File: src/rtl/syntzulu_pkg.sv
// -----------------------------------------------------------------------------
// syntzulu_pkg
// Shared definitions for the readout path of the network core.
//   clogb2       : bits needed to hold the argument value (minimum 1)
//   obuf_state_t : output buffer phase, FILL (collect) or DRAIN (transmit)
//   SIMD_DW      : result width that triggers two-values-per-word packing
// -----------------------------------------------------------------------------
package syntzulu_pkg;

  localparam int SIMD_DW = 8;

  typedef enum logic {
    FILL  = 1'b0,
    DRAIN = 1'b1
  } obuf_state_t;

  function automatic int clogb2(input int value);
    int v;
    int r;
    v = value;
    r = 0;
    while (v > 0) begin
      r++;
      v = v >> 1;
    end
    return (r < 1) ? 1 : r;
  endfunction

endpackage

File: src/rtl/output_buffer_if.sv
// -----------------------------------------------------------------------------
// output_buffer_if
// Streaming signals of the output buffer: core result input and the
// valid/ready word stream towards the host transmitter.
//   in_valid / in_data   : core -> buffer, one value per asserted cycle
//   tx_valid / tx_data   : buffer -> transmitter, 16-bit words
//   tx_ready             : transmitter -> buffer, word accepted
// Modports: master = core/transmitter side, slave = the buffer itself.
// -----------------------------------------------------------------------------
interface output_buffer_if #(
  parameter int DW = 16
);
  logic          in_valid;
  logic [DW-1:0] in_data;
  logic          tx_valid;
  logic [15:0]   tx_data;
  logic          tx_ready;

  modport master (
    output in_valid, in_data, tx_ready,
    input  tx_valid, tx_data
  );

  modport slave (
    input  in_valid, in_data, tx_ready,
    output tx_valid, tx_data
  );
endinterface

File: src/rtl/BRAM_singlePort_readFirst.sv
// -----------------------------------------------------------------------------
// BRAM_singlePort_readFirst
// Single-port block RAM, read-first: a write cycle returns the old contents.
//   clk  : clock
//   we   : write enable
//   addr : shared read/write address
//   din  : write data
//   dout : read data, 1 cycle after addr (LOW_LATENCY=1) or 2 cycles (=0)
// -----------------------------------------------------------------------------
module BRAM_singlePort_readFirst #(
  parameter int DATA_W      = 16,
  parameter int DEPTH       = 16,
  parameter int ADDR_W      = 4,
  parameter int LOW_LATENCY = 1
) (
  input  logic              clk,
  input  logic              we,
  input  logic [ADDR_W-1:0] addr,
  input  logic [DATA_W-1:0] din,
  output logic [DATA_W-1:0] dout
);
  logic [DATA_W-1:0] mem [DEPTH];
  logic [DATA_W-1:0] rd_q;

  // NOTE: the array has no reset branch on purpose; resetting a memory forces
  // it out of block RAM into flops, and no consumer reads a word unwritten.
  always_ff @(posedge clk) begin
    if (we) mem[addr] <= din;
    rd_q <= mem[addr];
  end

  if (LOW_LATENCY != 0) begin : g_low_lat
    assign dout = rd_q;
  end else begin : g_out_reg
    logic [DATA_W-1:0] out_q;
    always_ff @(posedge clk) out_q <= rd_q;
    assign dout = out_q;
  end
endmodule

File: src/rtl/obuf_argmax.sv
// -----------------------------------------------------------------------------
// obuf_argmax
// Running signed maximum and its value index over one frame of results.
// Strictly-greater update, so ties keep the lowest index.
//   clk, rst     : clock, synchronous active-high reset
//   valid, data  : one accepted FILL value per asserted cycle
//   argmax_idx   : index of the frame maximum, held until the next frame ends
//   argmax_valid : one-cycle pulse when a frame completes
// -----------------------------------------------------------------------------
module obuf_argmax
  import syntzulu_pkg::*;
#(
  parameter int OUTPUTS = 16,
  parameter int DW      = 16,
  localparam int IW     = clogb2(OUTPUTS-1)
) (
  input  logic                 clk,
  input  logic                 rst,
  input  logic                 valid,
  input  logic signed [DW-1:0] data,
  output logic        [IW-1:0] argmax_idx,
  output logic                 argmax_valid
);
  logic        [IW-1:0] idx;
  logic        [IW-1:0] max_idx;
  logic signed [DW-1:0] max_val;
  logic                 take_new;
  logic                 last;

  // The first value of a frame always loads, whatever max_val holds.
  assign take_new = (idx == '0) || (data > max_val);
  assign last     = (idx == IW'(OUTPUTS-1));

  always_ff @(posedge clk) begin
    if (rst) begin
      idx          <= '0;
      max_idx      <= '0;
      max_val      <= '0;
      argmax_idx   <= '0;
      argmax_valid <= 1'b0;
    end else begin
      argmax_valid <= 1'b0;
      if (valid) begin
        if (take_new) begin
          max_val <= data;
          max_idx <= idx;
        end
        if (last) begin
          idx          <= '0;
          argmax_idx   <= take_new ? idx : max_idx;
          argmax_valid <= 1'b1;
        end else begin
          idx <= idx + 1'b1;
        end
      end
    end
  end
endmodule

File: src/rtl/output_buffer.sv
// -----------------------------------------------------------------------------
// output_buffer
// Collects one frame of OUTPUTS signed core results, then drains it as 16-bit
// words over a valid/ready handshake. With DW==8 two values share a word,
// low byte first. A host read port gives random access to the frame memory.
//   clk, rst           : clock, synchronous active-high reset
//   bus (slave)        : in_valid/in_data in, tx_valid/tx_data/tx_ready out
//   frame_done         : pulse after the last word of a frame is accepted
//   overflow           : sticky, a value arrived while draining
//   clear_ovf          : clears overflow (a simultaneous new overflow wins)
//   external_access_en : host read; pauses the drain while asserted
//   external_addr      : host word address
//   external_data_out  : memory word, 1 cycle after external_addr
// Optional (macro OUTPUT_BUFFER_ARGMAX_EN): argmax_idx, argmax_valid.
// -----------------------------------------------------------------------------
module output_buffer
  import syntzulu_pkg::*;
#(
  parameter int  OUTPUTS = 16,
  parameter int  DW      = 16,
  localparam int WORDS   = (DW == SIMD_DW) ? OUTPUTS / 2 : OUTPUTS,
  localparam int AW      = clogb2(WORDS-1)
) (
  input  logic                  clk,
  input  logic                  rst,
  output_buffer_if.slave        bus,
  output logic                  frame_done,
  output logic                  overflow,
  input  logic                  clear_ovf,
  input  logic                  external_access_en,
  input  logic [AW-1:0]         external_addr,
  output logic [15:0]           external_data_out
`ifdef OUTPUT_BUFFER_ARGMAX_EN
  ,
  output logic [clogb2(OUTPUTS-1)-1:0] argmax_idx,
  output logic                         argmax_valid
`endif
);
  localparam bit            SIMD      = (DW == SIMD_DW);
  localparam logic [AW-1:0] LAST_WORD = AW'(WORDS-1);

  obuf_state_t   state, state_next;
  logic [AW-1:0] wr_ptr, wr_ptr_next;
  logic [AW-1:0] rd_ptr, rd_ptr_next;
  logic [AW-1:0] drain_addr, mem_addr;
  logic          tx_valid_q, tx_valid_next;
  logic          frame_done_next;
  logic          fill_push, word_complete, mem_we, accept;
  logic [15:0]   mem_wdata, mem_rdata;

  assign fill_push = (state == FILL) && bus.in_valid;
  assign mem_we    = fill_push && word_complete;

  // A host read masks the handshake combinationally, so a word can never be
  // accepted in the same cycle that the read port steals the address.
  assign bus.tx_valid = tx_valid_q && !external_access_en;
  assign bus.tx_data  = bus.tx_valid ? mem_rdata : 16'h0000;
  assign accept       = bus.tx_valid && bus.tx_ready;

  // Prefetch the next word on acceptance to sustain one word per cycle.
  assign drain_addr = accept ? rd_ptr + 1'b1 : rd_ptr;
  assign mem_addr   = mem_we             ? wr_ptr        :
                      external_access_en ? external_addr : drain_addr;

  assign external_data_out = mem_rdata;

  if (SIMD) begin : g_simd
    logic       half;
    logic [7:0] low_byte;

    always_ff @(posedge clk) begin
      if (rst)            half <= 1'b0;
      else if (fill_push) half <= ~half;
    end

    always_ff @(posedge clk) begin
      if (fill_push && !half) low_byte <= bus.in_data[7:0];
    end

    assign word_complete = half;
    assign mem_wdata     = {bus.in_data[7:0], low_byte};
  end else begin : g_wide
    assign word_complete = 1'b1;
    assign mem_wdata     = 16'($signed(bus.in_data));
  end

  BRAM_singlePort_readFirst #(
    .DATA_W      (16),
    .DEPTH       (WORDS),
    .ADDR_W      (AW),
    .LOW_LATENCY (1)
  ) u_mem (
    .clk  (clk),
    .we   (mem_we),
    .addr (mem_addr),
    .din  (mem_wdata),
    .dout (mem_rdata)
  );

  // NOTE: every output of this block gets its default before the case, so no
  // path leaves a value unassigned and no latch is inferred.
  always_comb begin
    state_next      = state;
    wr_ptr_next     = wr_ptr;
    rd_ptr_next     = rd_ptr;
    tx_valid_next   = tx_valid_q;
    frame_done_next = 1'b0;
    case (state)
      FILL: begin
        if (mem_we) begin
          if (wr_ptr == LAST_WORD) begin
            wr_ptr_next = '0;
            rd_ptr_next = '0;
            state_next  = DRAIN;
          end else begin
            wr_ptr_next = wr_ptr + 1'b1;
          end
        end
      end
      DRAIN: begin
        if (external_access_en) begin
          // Dropping valid forces a reload read of mem[rd_ptr] after release.
          tx_valid_next = 1'b0;
        end else if (accept) begin
          if (rd_ptr == LAST_WORD) begin
            tx_valid_next   = 1'b0;
            frame_done_next = 1'b1;
            rd_ptr_next     = '0;
            state_next      = FILL;
          end else begin
            rd_ptr_next   = rd_ptr + 1'b1;
            tx_valid_next = 1'b1;
          end
        end else begin
          // Either the first read of the drain or a stall on the same word.
          tx_valid_next = 1'b1;
        end
      end
      default: state_next = FILL;
    endcase
  end

  // NOTE: state is updated with non-blocking assignments so every register
  // samples the pre-edge values regardless of statement order.
  always_ff @(posedge clk) begin
    if (rst) begin
      state      <= FILL;
      wr_ptr     <= '0;
      rd_ptr     <= '0;
      tx_valid_q <= 1'b0;
      frame_done <= 1'b0;
    end else begin
      state      <= state_next;
      wr_ptr     <= wr_ptr_next;
      rd_ptr     <= rd_ptr_next;
      tx_valid_q <= tx_valid_next;
      frame_done <= frame_done_next;
    end
  end

  always_ff @(posedge clk) begin
    if (rst)                                  overflow <= 1'b0;
    else if (state == DRAIN && bus.in_valid)  overflow <= 1'b1;
    else if (clear_ovf)                       overflow <= 1'b0;
  end

`ifdef OUTPUT_BUFFER_ARGMAX_EN
  obuf_argmax #(
    .OUTPUTS (OUTPUTS),
    .DW      (DW)
  ) u_argmax (
    .clk          (clk),
    .rst          (rst),
    .valid        (fill_push),
    .data         (bus.in_data),
    .argmax_idx   (argmax_idx),
    .argmax_valid (argmax_valid)
  );
`endif
endmodule

File: src/flat_wrapper.sv
// flat-port wrapper written by rule: the top's interface ports become plain ports
module output_buffer_flat import syntzulu_pkg::*;
#(
  parameter int  OUTPUTS = 16,
  parameter int  DW      = 16,
  localparam int WORDS   = (DW == SIMD_DW) ? OUTPUTS / 2 : OUTPUTS,
  localparam int AW      = clogb2(WORDS-1)
)
  (clk, rst, frame_done, overflow, clear_ovf, external_access_en, external_addr, external_data_out, bus_in_valid, bus_in_data, bus_tx_ready, bus_tx_valid, bus_tx_data);
  output_buffer_if #(.DW(DW)) bus_i ();
  input  logic clk;
  input  logic rst;
  output logic frame_done;
  output logic overflow;
  input  logic clear_ovf;
  input  logic external_access_en;
  input  logic [AW-1:0] external_addr;
  output logic [15:0] external_data_out;
  input wire logic [$bits(bus_i.in_valid)-1:0] bus_in_valid;
  input wire logic [$bits(bus_i.in_data)-1:0] bus_in_data;
  input wire logic [$bits(bus_i.tx_ready)-1:0] bus_tx_ready;
  output wire logic [$bits(bus_i.tx_valid)-1:0] bus_tx_valid;
  output wire logic [$bits(bus_i.tx_data)-1:0] bus_tx_data;
  assign bus_i.in_valid = bus_in_valid;
  assign bus_i.in_data = bus_in_data;
  assign bus_i.tx_ready = bus_tx_ready;
  assign bus_tx_valid = bus_i.tx_valid;
  assign bus_tx_data = bus_i.tx_data;
  output_buffer #(.OUTPUTS(OUTPUTS), .DW(DW)) u_core (.clk(clk), .rst(rst), .bus(bus_i), .frame_done(frame_done), .overflow(overflow), .clear_ovf(clear_ovf), .external_access_en(external_access_en), .external_addr(external_addr), .external_data_out(external_data_out));
endmodule
File: config.mk
export PLATFORM = sky130hd
export DESIGN_NAME = output_buffer_flat
export DESIGN_NICKNAME = d
export VERILOG_FILES = /design/src/rtl/syntzulu_pkg.sv /design/src/rtl/output_buffer_if.sv /design/src/rtl/BRAM_singlePort_readFirst.sv /design/src/rtl/obuf_argmax.sv /design/src/rtl/output_buffer.sv /design/src/flat_wrapper.sv
export SDC_FILE = /design/constraint.sdc
export NUM_CORES = 1
export LEC_CHECK = 0
export CORE_MARGIN = 2
export CORE_UTILIZATION = 30
export CTS_BUF_LIST = sky130_fd_sc_hd__clkbuf_2
export DETAILED_ROUTE_END_ITERATION = 10
export MAX_ROUTING_LAYER = met4
export SLEW_MARGIN = 10
export SYNTH_ARGS = -nofsm -noshare
export SYNTH_HDL_FRONTEND = slang
export SYNTH_SLANG_ARGS = --single-unit
File: constraint.sdc
create_clock -name clk -period 8.9 [get_ports clk]
set_input_delay 1.78 -clock clk [delete_from_list [all_inputs] [get_ports clk]]
set_output_delay 1.78 -clock clk [all_outputs]
set_load 0.01 [all_outputs]
==> results of run 1 <==
==> routing by layer <==
metal  global-route usage [%]  wire [um]
met5                        -          0
met4                    5.553        826
met3                    3.132       1626
met2                    22.60      13840
met1                    18.46      12940
==> state kept, by name, indices dropped and copies added (netlist names) <==
signal             cells
u_core.u_mem.dout     16
u_core.frame_done      1
u_core.rd_ptr          4
u_core.wr_ptr          4
u_core.state           1
u_core.tx_valid_q      1
u_core.u_mem.mem     256
u_core.overflow        1
==> cell type report <==
cell class | instances | area [um^2]
timing repair buffer | 82 | 778.2
tap | 525 | 656.9
sequential | 284 | 8248
clock buffer | 107 | 535.5
clock inverter | 26 | 180.2
inverter | 3 | 11.26
fill | 3804 | 25610
antenna | 1 | 2.502
multi-input combinational | 433 | 3440
==> path summary, 6_finish.rpt <==
check,start,endpoint,slack [ns],cells after the start
max,external_access_en,bus_tx_data[10],3.15,4
min,u_core.overflow,u_core.overflow,0.48,2
max reg2reg,u_core.state,u_core.u_mem.mem[7][12],5.19,5
min reg2reg,u_core.overflow,u_core.overflow,0.48,2
==> critical path: cells and delay by family <==
family                 cells  cell delay [ns]
buffers and inverters      2             1.15
AND/OR/NAND/NOR            2             1.03
==> kinds of logic after synthesis <==
kind of cell,after synthesis
fa+ha+maj,2
xor+xnor,3
compound gates,198
simple gates,109
buf+inv,61
mux,121
flops,284
==> layout by cell type, fill, tap and decap left out, types with 5 or more instances in the layout <==
cell | synthesis | layout
nor3_2 | 0 | 5
clkdlybuf4s50_1 | 0 | 60
o21ai_0 | 6 | 6
a221oi_1 | 15 | 15
clkbuf_2 | 0 | 107
a31oi_1 | 31 | 31
a311oi_1 | 15 | 15
a21o_1 | 30 | 30
o22ai_1 | 30 | 30
a22o_1 | 16 | 16
dfxtp_1 | 28 | 28
mux2i_1 | 120 | 120
a221o_1 | 15 | 15
nor2_1 | 11 | 8
clkinv_1 | 0 | 16
nand2_1 | 21 | 20
edfxtp_1 | 256 | 256
a21oi_1 | 18 | 18
buf_4 | 4 | 21
and2_1 | 17 | 17
and3_1 | 21 | 21
==> stage by stage <==
stage / hold slack, ns / total power (uW) / instance area [um^2]
finish: 0.4769 / 2675 / 13850
CTS: 0.4782 / 2713 / 13850
global placement: 0.4558 / 1792 / 13130
detailed placement: 0.4603 / 1795 / 13130
global route: 0.5149 / 2803 / 13850
floorplan: 0.4843 / 1688 / 11920
==> power groups by stage <==
stage	logic [uW]	registers, uW	clock network (uW)
floorplan	170	1520	0
global placement	269	1520	0
detailed placement	272	1520	0
CTS	273	1490	947
global route	292	1490	1020
finish	270	1490	914
==> key figures, run 1 <==
GRT
  • First-pass GRT wire length: 43.81 mm
  • Vias in the first global route: 7,300
  • Largest net degree at the start of global routing: 98
  • Grt ovf: 0
  • Total GRT Usage: 14.47%
  • Initial antenna violation count: 1

STA
  • Fmax: 0.1740 GHz
  • Max Slew Vio Count: 0
  • Final setup vio count: 0
  • Layout Skew: 0.07596 ns
  • Final Worst Setup Slack: 3.154 ns
  • Setup tns final: 0 ns
  • Period utilization: 64.57%
  • Final Hold Vio Count: 0
  • Max_slew headroom: 21.40%
  • Unrepaired setup endpoints after global routing: false
  • Slew @ Worst Pin: 1.179 ns
  • Final min period: 5.747 ns

Synth
  • Top-area cell type share of the netlist area: 64.49%
  • Post-Syn Instances: 778
  • Mux cell area share after synthesis: 10.17%
  • Netlist cell types: 55
  • Ys async rst share: 0%
  • Sequential-to-total area share from yosys stat: 69.19%
  • Synth Area in Simple Gates: 5.112%
  • Post-Synth Adder-Cell Area: 0.2099%
  • Synthesis Warnings: 0
  • XOR/XNOR Fraction of Synth Area: 0.2204%
  • Post-Syn Nets: 806
  • Leading cell types by total area after synthesis: edfxtp_1, mux2i_1, dfxtp_1, a21o_1, a31oi_1
  • Mean Syn Cell Area: 15.32 um^2
  • Syn Std Cell Area: 0.01192 mm^2
  • Number of synthesized flops with an enable pin: 256
  • Commonest cells post-synth: edfxtp_1, mux2i_1, a31oi_1
  • Largest family of logic cells by synthesized area: compound AO/OA/AOI/OAI gates
  • Synth area leader: edfxtp_1
  • Synth Area in Compound Gates: 12.40%
  • Seq cells post-synth: 284
  • Commonest register cell after synthesis: edfxtp_1
  • Most frequent cell after synthesis: edfxtp_1

Power
  • Comb pwr share: 10.1%
  • Static Leakage: 0.005020 uW
  • Clock power share: 34.2%
  • Max IR drop VDD: 0.00006055 V
  • Internal: 1980 uW
  • Sw frac: 25.99%
  • Switch Pwr: 695.3 uW
  • Sequential Power Share: 55.7%
  • Pwr Density: 193.1 mW/mm^2

Drt
  • Vias: 7,326
  • Via density: 5.014
  • Wire per inst: 20.01 um
  • WL final: 29.24 mm
  • Remaining DRCs: 0
  • Post-route ant nets: 0
  • TritonRoute pass-1 iters: 7
  • Iter 0 DRT Violations: 681

Setup path
  • Crit path kind: in -> out
  • CP endpoint kind: output port
  • CP Data Required Time: 7.12 ns
  • Critical path's most frequent cell: clkdlybuf4s50_1
  • Worst Path Arrival: 3.97 ns
  • CP peak stage delay: 0.79 ns
  • Critical path fanouts, max: 19
  • Startpoint Class: input pin
  • Slowest CP cell: nor2b_2
  • Critical-path cell list: clkdlybuf4s50_1 -> nor2b_2 -> and2_1 -> clkdlybuf4s50_1

Clock tree
  • Clock Tree Root: clkbuf_2
  • CTS resizes: 0
  • Clock Path Buffers: 3
  • Skew-Pair Late Insertion Delay: 0.85 ns
  • Clk sinks: 284
  • Htree depth: 3
  • CTS hold repair buffers: 0
  • CTS tree: done
  • Clock slew at reported path FFs: 0.11 ns
  • Setup bufs post-CTS: 0
  • CTS Buf Count: 72

Placed design
  • DP Worst Slack: 3.023 ns
  • DP HPWL: 16.00 mm
  • Placed insts: 1,327
  • GP Congestion: 0.7575
  • PortBufs: 60

Layout
  • Final non-filler cell total: 1,461
  • Nets: 904
  • Synth-to-layout area growth: 16.21%
  • Final Util: 35.11%
  • Fraction of layout cells with a size suffix above 1: 17.86%

Floorplanning
  • Die area: 0.04135 mm^2
  • Core ar.: 0.03946 mm^2
  • Die X: 203.3 um
  • Row count: 73
  • Initial core utilization: 30.21%
  • Die height: 203.3 um
  • Num ports: 61

Status
  • Status: finished, final reports clean

Hold path
  • Hold WC Path Type: reg -> reg

Run
  • Max_cap viols: 0
Power figures use the tool's default switching activity.
==> run 2, diff against run 1 <==
Clock period 8.9 ns to 4.8 ns, I/O delays scaled along.
==> run 2 against run 1 <==
  * Final cell count rose by 1.8%
  * Combinational power rose by 93%
  * Clock skew fell by 0.0012 ns
  * Sequential share of layout area fell by 1.2 points
  * Largest power group unchanged
  * Non-clock buffer count rose by 24
  * Final area rose by 2.0%
  * Clock-buffer cell count fell by 3
  * Highest routed layer unchanged
  * Setup slack got worse by 2.4 ns
==> key figures, run 2 (synthesized netlist as in run 1, its figures left out) <==
Power
  • Switch Pwr: 1310 uW (+88%)
  • Pwr Density: 359.8 mW/mm^2 (+86%)
  • Internal: 3775 uW (+91%)
  • Sw frac: 25.76% (-0.24 points)
  • Max IR drop VDD: 0.0001686 V (+180%)
  • Static Leakage: 0.005190 uW (+3.4%)
  • Clock power share: 35.4% (+1.2 points)
  • Pwr Total: 5085 uW (+90%)
  • Comb pwr share: 10.3% (+0.2 points)
  • Sequential Power Share: 54.3% (-1.4 points)

Floorplanning
  • Initial core utilization: 30.21% (unchanged)
  • Core ar.: 0.03946 mm^2 (unchanged)
  • Die area: 0.04135 mm^2 (unchanged)
  • Row count: 73 (unchanged)
  • Die height: 203.3 um (unchanged)
  • Num ports: 61 (unchanged)
  • Die X: 203.3 um (unchanged)

Hold path
  • Hold WC Path Type: reg -> reg

Placed design
  • DP HPWL: 17.94 mm (+12%)
  • GP Congestion: 0.8126 (+7.3%)
  • PortBufs: 60 (unchanged)

Clock tree
  • Clock Tree Root: clkbuf_2
  • CTS resizes: 0 (unchanged)
  • Clock slew at reported path FFs: 0.10 ns (about the same)
  • CTS Buf Count: 74 (+2.8%)
  • Htree depth: 3 (unchanged)
  • CTS tree: done
  • Clock Path Buffers: 3 (unchanged)
  • Clk sinks: 284 (unchanged)
  • CTS hold repair buffers: 0 (unchanged)
  • Setup bufs post-CTS: 0 (unchanged)
  • Skew-Pair Late Insertion Delay: 0.89 ns (+0.04 ns)

Setup path
  • CP endpoint kind: output port
  • Critical path fanouts, max: 12 (-7)
  • Worst Path Arrival: 3.04 ns (-0.93 ns)
  • Startpoint Class: input pin
  • Crit path kind: in -> out
  • CP Data Required Time: 3.84 ns (-3.28 ns)

GRT
  • Total GRT Usage: 14.85% (+0.38 points)
  • Largest net degree at the start of global routing: 52 (-47%)
  • First-pass GRT wire length: 44.83 mm (+2.3%)
  • Grt ovf: 0 (unchanged)
  • Vias in the first global route: 7,424 (+1.7%)
  • Initial antenna violation count: 2 (+1)

STA
  • Final setup vio count: 0 (unchanged)
  • Slew @ Worst Pin: 0.9923 ns (-0.1867 ns)
  • Layout Skew: 0.07477 ns (-0.001191 ns)
  • Max_slew headroom: 33.84% (+12 points)
  • Setup tns final: 0 ns (unchanged)
  • Max Slew Vio Count: 0 (unchanged)
  • Period utilization: 83.39%
  • Final Hold Vio Count: 0 (unchanged)
  • Unrepaired setup endpoints after global routing: false
  • Fmax: 0.2498 GHz
  • Final min period: 4.003 ns

Layout
  • Most flops, register: u_core.u_mem.mem
  • Max reg flops: 256 (unchanged)
  • Commonest non-fill, non-tap cell in the layout: edfxtp_1
  • Synth-to-layout area growth: 18.55%
  • Commonest non-fill, non-tap cells in the layout: edfxtp_1, mux2i_1, clkbuf_2
  • Nets: 930 (+2.9%)
  • Fraction of layout cells with a size suffix above 1: 20.08% (+2.2 points)

Status
  • Status: finished, final reports clean

Drt
  • Remaining DRCs: 0 (unchanged)
  • WL final: 29.87 mm (+2.1%)
  • Wire per inst: 20.07 um (+0.29%)
  • TritonRoute pass-1 iters: 5 (-2)
  • Post-route ant nets: 0 (unchanged)
  • Via density: 5.072 (+1.1%)
  • Iter 0 DRT Violations: 726 (+6.6%)
  • Vias: 7,547 (+3.0%)

Run
  • Max_cap viols: 0 (unchanged)
==> run 2: changes by cell type in the layout (fill, tap and decap cells not counted), sizes merged <==
cell    change
buf        +24
diode       +1
clkbuf      -3
bufinv      +2
clkinv      +3
==> run 2: layout make-up <==
class / instances / area (um^2)
diodes: 2 / 5.005
clock inverters: 31 / 241.5
well taps: 525 / 656.9
clock buffers: 104 / 520.5
inverters: 3 / 11.26
multi-input cells: 433 / 3440
repair buffers: 106 / 1008
fillers: 3783 / 25330
flip-flops and latches: 284 / 8248
==> run 2: path summary, 6_finish.rpt <==
path                      startpoint  cells past startpoint  slack [ns]                       to
setup / recovery  external_access_en                      5        0.80          bus_tx_data[14]
hold / removal       u_core.overflow                      2        0.48          u_core.overflow
setup reg to reg    u_core.rd_ptr[0]                      8        1.61  u_core.u_mem.mem[6][13]
hold reg to reg      u_core.overflow                      2        0.48          u_core.overflow
==> run 2: power groups by stage <==
stage | clock network [uW] | registers, uW | logic (uW)
floorplan | 0 | 2810 | 315
global placement | 0 | 2820 | 517
detailed placement | 0 | 2820 | 525
CTS | 1870 | 2760 | 525
global route | 2000 | 2770 | 561
finish | 1800 | 2760 | 522
==> run 2: worst max-delay path, stage by stage <==
cell,delay [ns]
clkdlybuf4s50_1,0.63
nor2b_2,0.50
buf_4,0.27
and2_1,0.14
clkdlybuf4s50_1,0.53
==> run 2: per-stage QoR <==
stage | instance area [um^2] | std cells | utilization, % | hold WS (ns) | setup WS (ns)
detailed placement | 13360 | 1351 | 33.87 | 0.4669 | 0.7351
floorplan | 11920 | 778 | - | 0.4843 | 1.044
global route | 14130 | 1488 | 35.81 | 0.5103 | 0.6124
global placement | 13360 | 1351 | 33.87 | 0.4543 | 0.7758
finish | 14130 | 1488 | 35.81 | 0.4763 | 0.7974
CTS | 14130 | 1486 | 35.80 | 0.4812 | 0.7361
==> run 2: layer usage <==
| metal | share of wire [%] | global-route usage, % | vias up |
|---|---|---|---|
| li1 | - | - | 3451 |
| met1 | 43 | 18.84 | 3792 |
| met2 | 48 | 23.06 | 250 |
| met3 | 6.2 | 3.452 | 54 |
| met4 | 2.6 | 5.892 | 0 |
| met5 | 0 | - | - |
